File: src/rtl/kronos_wb.sv
// Kronos RV32I write-back stage.
// Takes the execute payload over a valid/ready handshake and then does one of:
// commits ALU and link results, runs loads and stores on the data bus,
// redirects the PC on taken branches and jumps, or traps on illegal ops.
// Every register write is also returned to execute as a forwarding value.
// Optional feature: define KRONOS_MISALIGN_TRAP_EN to trap misaligned
// half/word accesses instead of silently aligning them.

package kronos_wb_pkg;
  typedef struct packed {
    logic [4:0]  rd;
    logic        rd_write;
    logic        branch;
    logic        branch_cond;
    logic [1:0]  ld_size;
    logic        ld_sign;
    logic        st;
    logic        illegal;
    logic [31:0] result1;
    logic [31:0] result2;
  } pipeEXWB_t;
endpackage

module kronos_wb
  import kronos_wb_pkg::*;
(
  input  logic        clk,
  input  logic        rstz,
  input  pipeEXWB_t   execute,
  input  logic        pipe_in_vld,
  output logic        pipe_in_rdy,
  output logic [31:0] regwr_data,
  output logic [4:0]  regwr_sel,
  output logic        regwr_en,
  output logic [31:0] fwd_data,
  output logic        fwd_vld,
  output logic [31:0] branch_target,
  output logic        branch,
  output logic        trap,
  output logic [31:0] data_addr,
  output logic [31:0] data_wr_data,
  output logic [3:0]  data_mask,
  output logic        data_wr_en,
  output logic        data_req,
  input  logic [31:0] data_rd_data,
  input  logic        data_ack
);

  typedef enum logic {STEADY = 1'b0, MEM = 1'b1} state_t;

  // Byte lane of the access; half and word accesses are forced onto their
  // natural lanes so that unaligned low address bits are ignored.
  function automatic logic [1:0] lane_off(input logic [1:0] size, input logic [1:0] a);
    case (size)
      2'b00:   lane_off = a;
      2'b01:   lane_off = {a[1], 1'b0};
      default: lane_off = 2'b00;
    endcase
  endfunction

  function automatic logic [3:0] byte_mask(input logic [1:0] size, input logic [1:0] off);
    case (size)
      2'b00:   byte_mask = 4'b0001 << off;
      2'b01:   byte_mask = 4'b0011 << off;
      default: byte_mask = 4'hF;
    endcase
  endfunction

  // Store data is replicated into every lane so the bus only needs the mask.
  function automatic logic [31:0] store_lanes(input logic [1:0] size, input logic [31:0] d);
    case (size)
      2'b00:   store_lanes = {4{d[7:0]}};
      2'b01:   store_lanes = {2{d[15:0]}};
      default: store_lanes = d;
    endcase
  endfunction

  // Pick the addressed lane out of the bus word and extend it to 32 bits.
  function automatic logic [31:0] load_extract(input logic [31:0] d, input logic [1:0] off,
                                               input logic [1:0] size, input logic sign);
    logic [31:0] s;
    s = d >> {off, 3'b000};
    case (size)
      2'b00:   load_extract = sign ? {{24{s[7]}}, s[7:0]}   : {24'b0, s[7:0]};
      2'b01:   load_extract = sign ? {{16{s[15]}}, s[15:0]} : {16'b0, s[15:0]};
      default: load_extract = d;
    endcase
  endfunction

  state_t      state_q, state_d;
  logic [31:0] regwr_data_q, regwr_data_d;
  logic [4:0]  regwr_sel_q, regwr_sel_d;
  logic        regwr_en_q, regwr_en_d;
  logic [31:0] branch_target_q, branch_target_d;
  logic        branch_q, branch_d;
  logic        trap_q, trap_d;
  logic [31:0] data_addr_q, data_addr_d;
  logic [31:0] data_wr_data_q, data_wr_data_d;
  logic [3:0]  data_mask_q, data_mask_d;
  logic        data_wr_en_q, data_wr_en_d;
  logic        data_req_q, data_req_d;
  logic [4:0]  ld_rd_q, ld_rd_d;
  logic [1:0]  ld_size_q, ld_size_d;
  logic        ld_sign_q, ld_sign_d;
  logic [1:0]  ld_off_q, ld_off_d;
  logic        ld_is_load_q, ld_is_load_d;

  logic        is_mem;
  logic        redirect;
  logic        misaligned;
  logic [1:0]  acc_off;

  assign is_mem   = (execute.ld_size != 2'b11) && (execute.st || execute.rd_write);
  assign redirect = !execute.branch_cond || execute.result1[0];
  assign acc_off  = lane_off(execute.ld_size, execute.result1[1:0]);

`ifdef KRONOS_MISALIGN_TRAP_EN
  assign misaligned = is_mem &&
                      (((execute.ld_size == 2'b01) && execute.result1[0]) ||
                       ((execute.ld_size == 2'b10) && (execute.result1[1:0] != 2'b00)));
`else
  assign misaligned = 1'b0;
`endif

  // Next-state and registered-output decode for accept and bus completion.
  always_comb begin
    state_d         = state_q;
    regwr_en_d      = 1'b0;
    regwr_sel_d     = regwr_sel_q;
    regwr_data_d    = regwr_data_q;
    branch_d        = 1'b0;
    branch_target_d = branch_target_q;
    trap_d          = 1'b0;
    data_req_d      = data_req_q;
    data_addr_d     = data_addr_q;
    data_wr_data_d  = data_wr_data_q;
    data_mask_d     = data_mask_q;
    data_wr_en_d    = data_wr_en_q;
    ld_rd_d         = ld_rd_q;
    ld_size_d       = ld_size_q;
    ld_sign_d       = ld_sign_q;
    ld_off_d        = ld_off_q;
    ld_is_load_d    = ld_is_load_q;

    case (state_q)
      STEADY: begin
        if (pipe_in_vld) begin
          if (execute.illegal || misaligned) begin
            trap_d = 1'b1;
          end else if (execute.branch) begin
            if (redirect) begin
              branch_d        = 1'b1;
              branch_target_d = execute.result2;
            end
            if (execute.rd_write) begin
              regwr_en_d   = 1'b1;
              regwr_sel_d  = execute.rd;
              regwr_data_d = execute.result1;
            end
          end else if (is_mem) begin
            state_d        = MEM;
            data_req_d     = 1'b1;
            data_addr_d    = {execute.result1[31:2], 2'b00};
            data_mask_d    = byte_mask(execute.ld_size, acc_off);
            data_wr_data_d = store_lanes(execute.ld_size, execute.result2);
            data_wr_en_d   = execute.st;
            ld_rd_d        = execute.rd;
            ld_size_d      = execute.ld_size;
            ld_sign_d      = execute.ld_sign;
            ld_off_d       = acc_off;
            ld_is_load_d   = !execute.st;
          end else if (execute.rd_write && (execute.rd != 5'd0)) begin
            regwr_en_d   = 1'b1;
            regwr_sel_d  = execute.rd;
            regwr_data_d = execute.result1;
          end
        end
      end
      MEM: begin
        if (data_ack) begin
          state_d    = STEADY;
          data_req_d = 1'b0;
          if (ld_is_load_q && (ld_rd_q != 5'd0)) begin
            regwr_en_d   = 1'b1;
            regwr_sel_d  = ld_rd_q;
            regwr_data_d = load_extract(data_rd_data, ld_off_q, ld_size_q, ld_sign_q);
          end
        end
      end
      default: state_d = STEADY;
    endcase
  end

  // State and output registers; reset also abandons any bus access in flight.
  always_ff @(posedge clk or negedge rstz) begin
    if (!rstz) begin
      state_q         <= STEADY;
      regwr_data_q    <= '0;
      regwr_sel_q     <= '0;
      regwr_en_q      <= 1'b0;
      branch_target_q <= '0;
      branch_q        <= 1'b0;
      trap_q          <= 1'b0;
      data_addr_q     <= '0;
      data_wr_data_q  <= '0;
      data_mask_q     <= '0;
      data_wr_en_q    <= 1'b0;
      data_req_q      <= 1'b0;
      ld_rd_q         <= '0;
      ld_size_q       <= '0;
      ld_sign_q       <= 1'b0;
      ld_off_q        <= '0;
      ld_is_load_q    <= 1'b0;
    end else begin
      state_q         <= state_d;
      regwr_data_q    <= regwr_data_d;
      regwr_sel_q     <= regwr_sel_d;
      regwr_en_q      <= regwr_en_d;
      branch_target_q <= branch_target_d;
      branch_q        <= branch_d;
      trap_q          <= trap_d;
      data_addr_q     <= data_addr_d;
      data_wr_data_q  <= data_wr_data_d;
      data_mask_q     <= data_mask_d;
      data_wr_en_q    <= data_wr_en_d;
      data_req_q      <= data_req_d;
      ld_rd_q         <= ld_rd_d;
      ld_size_q       <= ld_size_d;
      ld_sign_q       <= ld_sign_d;
      ld_off_q        <= ld_off_d;
      ld_is_load_q    <= ld_is_load_d;
    end
  end

  assign pipe_in_rdy   = (state_q == STEADY);
  assign regwr_data    = regwr_data_q;
  assign regwr_sel     = regwr_sel_q;
  assign regwr_en      = regwr_en_q;
  assign fwd_data      = regwr_data_q;
  assign fwd_vld       = regwr_en_q;
  assign branch_target = branch_target_q;
  assign branch        = branch_q;
  assign trap          = trap_q;
  assign data_addr     = data_addr_q;
  assign data_wr_data  = data_wr_data_q;
  assign data_mask     = data_mask_q;
  assign data_wr_en    = data_wr_en_q;
  assign data_req      = data_req_q;

endmodule

File: config.mk
export PLATFORM = sky130hd
export DESIGN_NAME = kronos_wb
export DESIGN_NICKNAME = d
export VERILOG_FILES = /design/src/rtl/kronos_wb.sv
export SDC_FILE = /design/constraint.sdc
export NUM_CORES = 1
export LEC_CHECK = 0
export ABC_CLOCK_PERIOD_IN_PS = 2100
export BUFFER_PORTS_ARGS = -buffer_cell sky130_fd_sc_hd__buf_4
export CORE_MARGIN = 2
export CORE_UTILIZATION = 49
export CTS_CLUSTER_SIZE = 24
export DETAILED_ROUTE_END_ITERATION = 10
export GPL_TIMING_DRIVEN = 0
export MAX_ROUTING_LAYER = met4
export PLACE_DENSITY = 0.8
export SYNTH_ARGS = -nofsm -noshare
export SYNTH_HDL_FRONTEND = slang
export SYNTH_SLANG_ARGS = --single-unit
File: constraint.sdc
create_clock -name clk -period 2.1 [get_ports clk]
set_clock_uncertainty 0.05 [all_clocks]
set_input_delay 0.21 -clock clk [delete_from_list [all_inputs] [get_ports clk]]
set_output_delay 0.21 -clock clk [all_outputs]
set_load 0.02 [all_outputs]
==> impl_metrics.csv, run 1 <==
group,metric,value,unit
sta,finalSetupViolCount,0,
die,start_util,0.503,
pwr,irDropWorstVdd,683,uV
final_layout,drive_gt1_frac,0.427,
logic_synthesis,synth_edf_count,0,
final_layout,finalNetCount,1204,
grt,grt_max_degree,98,
drt,dr.first_iter.drc_count,538,
final_layout,syn_to_final_growth,51.3,%
critical_path,ff2ff_path_depth,7,
placed_design,dp_slack,-0.0457,ns
logic_synthesis,synth_warnings,0,
logic_synthesis,yosysSeqAreaShare,0.519,
die,core,0.0146,sq mm
grt,track_usage,0.341,
logic_synthesis,synthArstFlopShare,1.00,
die,die_w,126,um
critical_path,crit_path_end_kind,"flop",
die,die_h,126,um
sta,maxSlewHeadroom,0.385,
min_path,hold_path_class,"input port to flop",
clock_tree,cts-htree-levels,4,
pwr,p_leak,0.00551,uW
clock_tree,clk_pin_slew,0.06,ns
logic_synthesis,synth_area,0.00733,sq mm
sta,rsz0062_at_grt,"false",
grt,grt_pass1_vias,7512,
critical_path,path_class,"input port to flop",
drt,ant_nets,0,
drt,drc,0,
logic_synthesis,synth.distinct_cells,52,
die,dieArea,0.0160,sq mm
drt,routed_wl,26.5,mm
sta,tightest_slew,0.923,ns
critical_path,crit_fanout,10,
final_layout,num_antenna_cells,0,
pwr,p_total,12900,uW
grt,antenna_found_initial,0,
sta,fin_crit,2.07,ns
status,status,"finished clean",
drt,firstDrtPassIters,5,
critical_path,crit_required,2.36,ns
min_path,hold_depth,2,
drt,vias,7112,
logic_synthesis,netlist_instances,717,
drt,vias_per_cell,5.52,
sta,finalHoldViolCount,0,
grt,globalRoute.totalOverflow,0,
logic_synthesis,ys.flop_type,"dfrtp_1",
placed_design,gp_congestion,0.896,
critical_path,worstPathArrival,2.33,ns
clock_tree,cts_tree,"yes",
die,row_count,44,
clock_tree,root_buffer,"clkbuf_16",
drt,wl_per_cell,20.6,um
sta,fin_crit_sh,0.985,
critical_path,regToRegStartpoint,"state_q$_DFF_PN0_",
sta,drv_slew,0,
sta,fmax,484,MHz
clock_tree,cts_made_buffers,17,
clock_tree,cts_sinks,152,
min_path,hold_start,"execute[14]",
clock_tree,cts_buffer_depth,2,
die,ios,289,
critical_path,worstSetupStartpoint,"execute[75]",
placed_design,place_hpwl,18.5,mm
placed_design,io_buffer_count,284,
pwr,p_per_area,1160,mW/mm^2
sta,final.setup.worst_slack,0.0324,ns
critical_path,cp-start-kind,"input port",
clock_tree,clk_latency,0.43,ns
logic_synthesis,synth-seq-cells,152,
logic_synthesis,syn-mean-instance-area,10.2,sq um
flow_run,cap_viol_max_count,0,
grt,grt_pass1_wl,40.7,mm
-- worst paths after layout --
| path | endpoint | slack (ns) |
|---|---|---|
| min | branch_target[14]$_DFFE_PN0P_ | 0.01 |
| min reg2reg | data_wr_data[5]$_DFFE_PN0P_ | 0.43 |
| max reg2reg | fwd_data[29]$_DFFE_PN0P_ | 0.08 |
| max | fwd_data[29]$_DFFE_PN0P_ | 0.03 |
| min in group asynchronous | branch$_DFF_PN0_ | 0.42 |
| max in group asynchronous | data_addr[6]$_DFFE_PN0P_ | 0.79 |
-- kinds of logic after synthesis --
family          count (synthesis)  share of synthesized area
compound gates                132                      0.124
buf+inv                        88                     0.0701
flops                         152                      0.519
mux                            93                      0.141
other cells                     1                   0.000511
simple gates                  251                      0.145
-- critical path, stage by stage --
cell,delay [ns]
dlygate4sd3_1,0.57
buf_4,0.16
nor4_2,0.37
a211oi_4,0.11
or2_1,0.28
buf_6,0.17
buf_6,0.16
mux2_4,0.30
-- Yosys cell counts, drive strengths merged, types with 5 or more instances --
| cell type | number | area [sq um] |
|---|---|---|
| nand2 | 185 | 694 |
| dfrtp | 152 | 3800 |
| mux2 | 60 | 694 |
| buf | 56 | 394 |
| o21ai | 51 | 274 |
| mux2i | 32 | 320 |
| clkbuf | 25 | 93.8 |
| a22oi | 24 | 180 |
| nor2 | 24 | 92.6 |
| a21oi | 19 | 133 |
| a31oi | 16 | 119 |
| nor3 | 13 | 65.1 |
| inv | 7 | 26.3 |
| o221ai | 6 | 52.6 |
| nor2b | 5 | 31.3 |
-- where the power goes --
part           internal (uW)  switching [uW]
registers               3740             627
clock network           1970            1250
logic                   2510            2800
-- layout by cell type, fill, tap and decap left out, drive strengths merged, types with 24 or more instances in the layout --
| cell | count |
|---|---|
| clkbuf | 47 |
| dlygate4sd3 | 68 |
| mux2 | 60 |
| o21ai | 51 |
| nand2 | 185 |
| nor2 | 24 |
| buf | 342 |
| dfrtp | 152 |
| mux2i | 32 |
| a22oi | 24 |
-- routing by layer --
layer  vias up  track usage  wire (um)
met5         -            -          0
met4         0        0.144        884
met3        76       0.0869       2410
met2       400        0.584      13500
met1      3450        0.380       9710
li1       3186            -          -
-- layout make-up --
type / instances / area (sq um)
flip-flops and latches: 152 / 3800
plain buffers: 81 / 509
well taps: 184 / 230
inverters: 7 / 26.3
clock buffers: 22 / 474
fillers: 1002 / 3490
clock inverters: 10 / 141
repair buffers: 354 / 2850
multi-input cells: 478 / 3060
-- sequential cells by signal, summed over array words and instances (netlist names) --
| name | count |
|---|---|
| branch | 1 |
| branch_target | 32 |
| data_addr | 30 |
| data_mask | 4 |
| data_req | 1 |
| data_wr_data | 32 |
| data_wr_en | 1 |
| fwd_data | 32 |
| fwd_vld | 1 |
| ld_is_load_q | 1 |
| ld_off_q | 2 |
| ld_rd_q | 5 |
| ld_sign_q | 1 |
| ld_size_q | 2 |
| regwr_sel | 5 |
| state_q | 1 |
| trap | 1 |
-- stage by stage --
stage / hold WS (ns) / util / instances / cell area, sq um / setup TNS, ns
2_1_floorplan: -0.136 / - / 718 / 7340 / 0
3_3_place_gp: 0.356 / 0.665 / 1186 / 9700 / -1.06
3_5_place_dp: 0.331 / 0.667 / 1187 / 9730 / -0.600
4_1_cts: 0.00393 / 0.757 / 1288 / 11100 / 0
5_1_grt: 0.00794 / 0.761 / 1288 / 11100 / 0
6_report: 0.0137 / 0.761 / 1288 / 11100 / 0
-- repair_timing --
action / 4_1_cts / 5_1_grt
buffers inserted: 1 / 0
hold buffers: 68 / 0
setup endpoints to repair: 46 / 72
endpoints found under the hold margin: 163 / 0
gates resized for setup: 6 / 26
pin swaps: 1 / 0
Note: power is estimated with default switching activity, not from simulation.
==> run 2: changes to the inputs <==
--- a/config.mk
+++ b/config.mk
@@ -12,8 +12,10 @@
 export CTS_CLUSTER_SIZE = 24
 export DETAILED_ROUTE_END_ITERATION = 10
 export GPL_TIMING_DRIVEN = 0
+export HOLD_SLACK_MARGIN = 0.08
 export MAX_ROUTING_LAYER = met4
 export PLACE_DENSITY = 0.8
+export SETUP_SLACK_MARGIN = 0.3
 export SYNTH_ARGS = -nofsm -noshare
 export SYNTH_HDL_FRONTEND = slang
 export SYNTH_SLANG_ARGS = --single-unit
==> run 2 against run 1 <==
  * Sequential power about the same
  * Combinational power up 2%
  * Cell count up 1.4%
  * Register-to-register slack better by 0.18 ns
  * Largest cell class unchanged
  * Highest routed layer unchanged
  * Sequential cell count unchanged
  * Die area unchanged
  * Maximum frequency up 12%
  * Total power up 1.4%
  * Critical path type is now flop to flop
  * Global-route usage up 0.31 points
==> impl_metrics.csv, run 2 (same netlist as run 1, synthesis figures left out) <==
group,metric,value,unit
critical_path,worstPathArrival,2.11,ns
final_layout,num_antenna_cells,0,
placed_design,gp_congestion,0.862,
grt,grt_max_degree,96,
placed_design,dp_slack,-0.00269,ns
critical_path,cp-start-kind,"flop",
critical_path,path_buf_inv,0,
clock_tree,cts_tree,"yes",
final_layout,multi_input_area,0.00310,sq mm
critical_path,crit_path_end_kind,"flop",
critical_path,path_cells,"mux4_2, a21oi_4, a31oi_1, mux2_2",
clock_tree,cts_buffer_depth,2,
critical_path,critPathTopFamily,"multiplexers",
die,dieArea,0.0160,sq mm
clock_tree,clk_pin_slew,0.06,ns
grt,globalRoute.totalOverflow,0,
pwr,p_clk_frac,0.250,
min_path,hold_path_class,"input port to flop",
pwr,seq_power_share,0.336,
critical_path,ff2ff_path_depth,4,
critical_path,crit_fanout,8,
drt,wl_per_cell,20.7,um
final_layout,drive_gt1_frac,0.443,
pwr,p_per_area,1150,mW/mm^2
placed_design,place_hpwl,18.2,mm
placed_design,io_buffer_count,284,
die,start_util,0.503,
grt,antenna_found_initial,0,
critical_path,path_class,"flop to flop",
sta,maxSlewHeadroom,0.567,
drt,routed_wl,27.1,mm
sta,fin_crit,1.84,ns
drt,vias_per_cell,5.54,
clock_tree,cts_sinks,152,
status,status,"finished clean",
grt,grt_pass1_wl,41.3,mm
sta,finalHoldViolCount,0,
sta,drv_slew,0,
drt,ant_nets,0,
drt,firstDrtPassIters,5,
critical_path,r2r_slack,0.26,ns
final_layout,stdcell_count,1306,
drt,drc,0,
pwr,switchingPower,4740,uW
final_layout,syn_to_final_growth,55.3,%
pwr,p_leak,0.00563,uW
placed_design,place_inst,1187,
critical_path,slowest_stage,"mux4_2",
final_layout,finalNetCount,1223,
sta,fmax,543,MHz
final_layout,layout_common_cells,"336 x buf_4, 185 x nand2_1, 150 x dfrtp_1",
sta,fin_crit_sh,0.877,
sta,final.setup.worst_slack,0.259,ns
min_path,hold_end,"fwd_data[7]$_DFFE_PN0P_",
min_path,hold_start,"data_rd_data[7]",
pwr,combPwrFrac,0.414,
sta,tns,0,ns
critical_path,regToRegStartpoint,"ld_off_q[1]$_DFFE_PN0P_",
final_layout,layout_commonest_cell,"buf_4",
critical_path,crit_required,2.37,ns
critical_path,cp_slowest_stage_delay,0.57,ns
clock_tree,clk_latency,0.43,ns
clock_tree,cts-htree-levels,4,
drt,vias,7230,
sta,tightest_slew,0.649,ns
die,die_h,126,um
grt,track_usage,0.344,
final_layout,post-route-util,0.781,
die,core,0.0146,sq mm
clock_tree,root_buffer,"clkbuf_16",
clock_tree,cts_made_buffers,17,
drt,dr.first_iter.drc_count,550,
sta,rsz0062_at_grt,"true",
grt,grt_pass1_vias,7450,
pwr,irDropWorstVdd,849,uV
final_layout,seqCellArea,0.00381,sq mm
final_layout,n_fill_cell,943,
flow_run,cap_viol_max_count,0,
pwr,swShare,0.362,
min_path,hold_depth,3,
critical_path,timing.rr.end,"fwd_data[15]$_DFFE_PN0P_",
die,die_w,126,um
die,ios,289,
die,row_count,44,
sta,finalSetupViolCount,0,
pwr,p_int,8350,uW
## run 2: routing by layer
layer  part of all wire  global-route usage  vias up  wire [um]
met3              0.081              0.0784       75       2190
met4              0.033               0.136        0        890
li1                   -                   -     3221          -
met2               0.51               0.578      411      13800
met1               0.38               0.403     3523      10200
met5                  0                   -        -          0
## run 2: final cells by class
type,count,area share
Clock buffer,21,0.0395
Inverter,7,0.00242
Buffer,81,0.0513
Timing Repair Buffer,373,0.266
Clock inverter,10,0.0147
Tap cell,184,0.0202
Multi-Input combinational cell,478,0.272
Sequential cell,152,0.334
## run 2: worst max-delay path by stage
| stage | startpoint | slack, ns | depth (start not counted) | to |
|---|---|---|---|---|
| floorplan | state_q$_DFF_PN0_ | 0.31 | 7 | fwd_data[26]$_DFFE_PN0P_ |
| global placement | rstz | -0.02 | 1 | data_addr[29]$_DFFE_PN0P_ |
| detailed placement | state_q$_DFF_PN0_ | -0.003 | 6 | fwd_data[16]$_DFFE_PN0P_ |
| CTS | state_q$_DFF_PN0_ | 0.24 | 7 | fwd_data[11]$_DFFE_PN0P_ |
| global route | state_q$_DFF_PN0_ | 0.22 | 7 | data_wr_data[26]$_DFFE_PN0P_ |
| finish | ld_off_q[1]$_DFFE_PN0P_ | 0.26 | 4 | fwd_data[15]$_DFFE_PN0P_ |
## run 2: what timing repair did
action / 4_1_cts / 5_1_grt
hold buffers: 76 / 0
pin swaps: 5 / 5
hold endpoints to repair: 174 / 0
gates resized for setup: 37 / 48
buffers inserted: 10 / 2
setup endpoints to repair: 131 / 145
## run 2: worst min-delay path, cell delays in order
cell and delay (ns):
buf_4 0.11, a222oi_1 0.11, a21oi_2 0.14
## run 2: per-stage QoR
step / hold WS [ns] / instance area (sq um) / total power [uW]
after floorplan: -0.136 / 7340 / 7110
after global placement: 0.362 / 9710 / 9400
after detailed placement: 0.160 / 9740 / 9520
after CTS: 0.103 / 11300 / 13000
after global routing: 0.127 / 11400 / 13600
final: 0.128 / 11400 / 13100
## run 2: power by group through the flow
stage	Clock, uW	Sequential (uW)	Combinational (uW)
after floorplan	0	5210	1900
after global placement	0	4360	5050
after detailed placement	0	4390	5130
after CTS	3270	4360	5330
after global routing	3410	4480	5710
final	3280	4400	5410
==> run 3: changes to the inputs <==
--- a/config.mk
+++ b/config.mk
@@ -6,15 +6,15 @@
 export NUM_CORES = 1
 export LEC_CHECK = 0
 export ABC_CLOCK_PERIOD_IN_PS = 2100
-export BUFFER_PORTS_ARGS = -buffer_cell sky130_fd_sc_hd__buf_4
 export CORE_MARGIN = 2
-export CORE_UTILIZATION = 49
+export CORE_UTILIZATION = 60
 export CTS_CLUSTER_SIZE = 24
 export DETAILED_ROUTE_END_ITERATION = 10
+export DONT_BUFFER_PORTS = 1
 export GPL_TIMING_DRIVEN = 0
 export HOLD_SLACK_MARGIN = 0.08
 export MAX_ROUTING_LAYER = met4
-export PLACE_DENSITY = 0.8
+export PLACE_DENSITY = 0.76
 export SETUP_SLACK_MARGIN = 0.3
 export SYNTH_ARGS = -nofsm -noshare
 export SYNTH_HDL_FRONTEND = slang
==> run 3 against run 2 <==
  * The run now ends with negative hold slack left
  * Non-clock buffer count is 259 lower
  * Critical path type unchanged
  * Highest routed layer unchanged
  * Worst hold slack got worse by 0.70 ns
  * Cell area down 17%
==> impl_metrics.csv, run 3 (same netlist as run 1, synthesis figures left out) <==
group,metric,value,unit
pwr,p_per_area,1160,mW/mm^2
die,dieArea,0.0131,sq mm
critical_path,timing.rr.end,"fwd_data[11]$_DFFE_PN0P_",
sta,fin_crit_sh,0.896,
flow_run,cap_viol_max_count,0,
sta,drv_slew,0,
grt,grt_max_degree,153,
pwr,irDropWorstVdd,729,uV
sta,finalHoldViolCount,152,
drt,firstDrtPassIters,7,
final_layout,stdcell_count,1012,
grt,antenna_found_initial,0,
critical_path,worstPathArrival,2.14,ns
final_layout,drive_gt1_frac,0.251,
drt,vias_per_cell,6.37,
pwr,p_leak,0.00433,uW
die,ios,289,
pwr,switchingPower,4300,uW
placed_design,place_hpwl,15.7,mm
final_layout,layout_commonest_cell,"nand2_1",
sta,finalSetupViolCount,0,
drt,ant_nets,0,
critical_path,path_class,"flop to flop",
clock_tree,cts_tree,"yes",
sta,fmax,532,MHz
sta,fin_hold_ws,-0.575,ns
drt,wl_per_cell,24.6,um
critical_path,crit_fanout,8,
drt,routed_wl,24.9,mm
critical_path,crit_required,2.36,ns
grt,grt_pass1_wl,36.2,mm
final_layout,layout_common_cells,"185 x nand2_1, 150 x dfrtp_1, 99 x dlygate4sd3_1",
critical_path,regToRegStartpoint,"ld_off_q[1]$_DFFE_PN0P_",
pwr,swShare,0.392,
sta,fin_crit,1.88,ns
critical_path,ff2ff_path_depth,4,
critical_path,r2r_slack,0.22,ns
placed_design,io_buffer_count,0,
critical_path,crit_path_end_kind,"flop",
grt,grt_pass1_vias,6828,
pwr,p_int,6670,uW
sta,rsz0062_at_grt,"true",
die,start_util,0.613,
die,die_h,115,um
pwr,p_clk_frac,0.266,
critical_path,cp-start-kind,"flop",
drt,vias,6442,
die,core,0.0120,sq mm
sta,tightest_slew,0.630,ns
clock_tree,cts_sinks,152,
final_layout,finalNetCount,964,
pwr,combPwrFrac,0.234,
pwr,p_total,11000,uW
status,status,"finished with violations",
clock_tree,cts-htree-levels,4,
clock_tree,root_buffer,"clkbuf_16",
clock_tree,clk_pin_slew,0.06,ns
drt,drc,0,
clock_tree,cts_made_buffers,17,
grt,track_usage,0.380,
clock_tree,clk_latency,0.43,ns
status,violations,"negative hold slack",
die,die_w,115,um
drt,dr.first_iter.drc_count,593,
die,row_count,40,
grt,globalRoute.totalOverflow,0,
sta,maxSlewHeadroom,0.580,
placed_design,gp_congestion,0.870,
pwr,seq_power_share,0.499,
placed_design,place_inst,865,
final_layout,syn_to_final_growth,28.9,%
clock_tree,cts_buffer_depth,2,
min_path,hold_path_class,"input port to async pin",
[run 3: cell types whose count changed in the layout (fill, tap and decap cells not counted), sizes merged]
cell         delta
bufinv          -3
clkinvlp        +2
buf           -283
diode           +1
clkbuf          +1
clkinv          +2
dlygate4sd3    +23
[run 3: per-layer routing]
metal	vias up	wire, um	GRT usage
met5	-	0	-
met4	0	1420	0.225
met3	110	2590	0.116
met2	472	12600	0.639
met1	3150	8270	0.393
li1	2710	-	-
[run 3: repair_timing]
item,4_1_cts,5_1_grt
cloned,0,2
resized for setup,39,55
pin swaps,3,11
hold endpoints to repair,296,157
endpoints found under the setup margin,132,147
setup buffers,9,4
hold buffers,96,3
[run 3: power groups by stage]
stage	sequential [uW]	clock [uW]	combinational [uW]
2_1_floorplan	5210	0	1900
3_3_place_gp	5440	0	2100
3_5_place_dp	5470	0	2190
4_1_cts	5430	2930	2430
5_1_grt	5560	3060	2750
6_report	5480	2920	2570
[run 3: how the worst max path moves through the flow]
stage / from / end / slack [ns] / cells after the start
final: ld_off_q[1]$_DFFE_PN0P_ / fwd_data[11]$_DFFE_PN0P_ / 0.22 / 4
after global routing: ld_off_q[1]$_DFFE_PN0P_ / fwd_data[7]$_DFFE_PN0P_ / 0.14 / 4
after CTS: state_q$_DFF_PN0_ / fwd_data[14]$_DFFE_PN0P_ / 0.20 / 7
after detailed placement: state_q$_DFF_PN0_ / data_wr_data[28]$_DFFE_PN0P_ / -0.03 / 7
after global placement: execute[68] / data_wr_data[1]$_DFFE_PN0P_ / -0.01 / 7
after floorplan: state_q$_DFF_PN0_ / fwd_data[26]$_DFFE_PN0P_ / 0.31 / 7
[run 3: area by class of cell]
type,instances,area [sq um]
Sequential cell,152,3810
Multi-Input combinational cell,478,3110
Fill cell,711,2510
Timing Repair Buffer,114,1150
Buffer,81,607
Clock buffer,21,460
Tap cell,147,184
Clock inverter,11,98.8
Inverter,7,26.3
Antenna cell,1,2.50
[run 3: stage by stage]
step	instance area [sq um]	hold slack, ns	setup TNS [ns]	util	worst slack (ns)
after floorplan	7340	-0.136	0	-	0.305
after global placement	7530	-0.133	-0.0117	0.629	-0.0103
after detailed placement	7530	-0.134	-0.367	0.629	-0.0282
after CTS	9250	-0.586	0	0.773	0.205
after global routing	9450	-0.589	0	0.790	0.139
final	9450	-0.575	0	0.790	0.219
[run 3: critical path, stage by stage, from the launching register on]
cell and delay, ns:
dfrtp_2 0.43, mux4_2 0.57, a21oi_4 0.29, a31oi_1 0.14
mux2_2 0.27
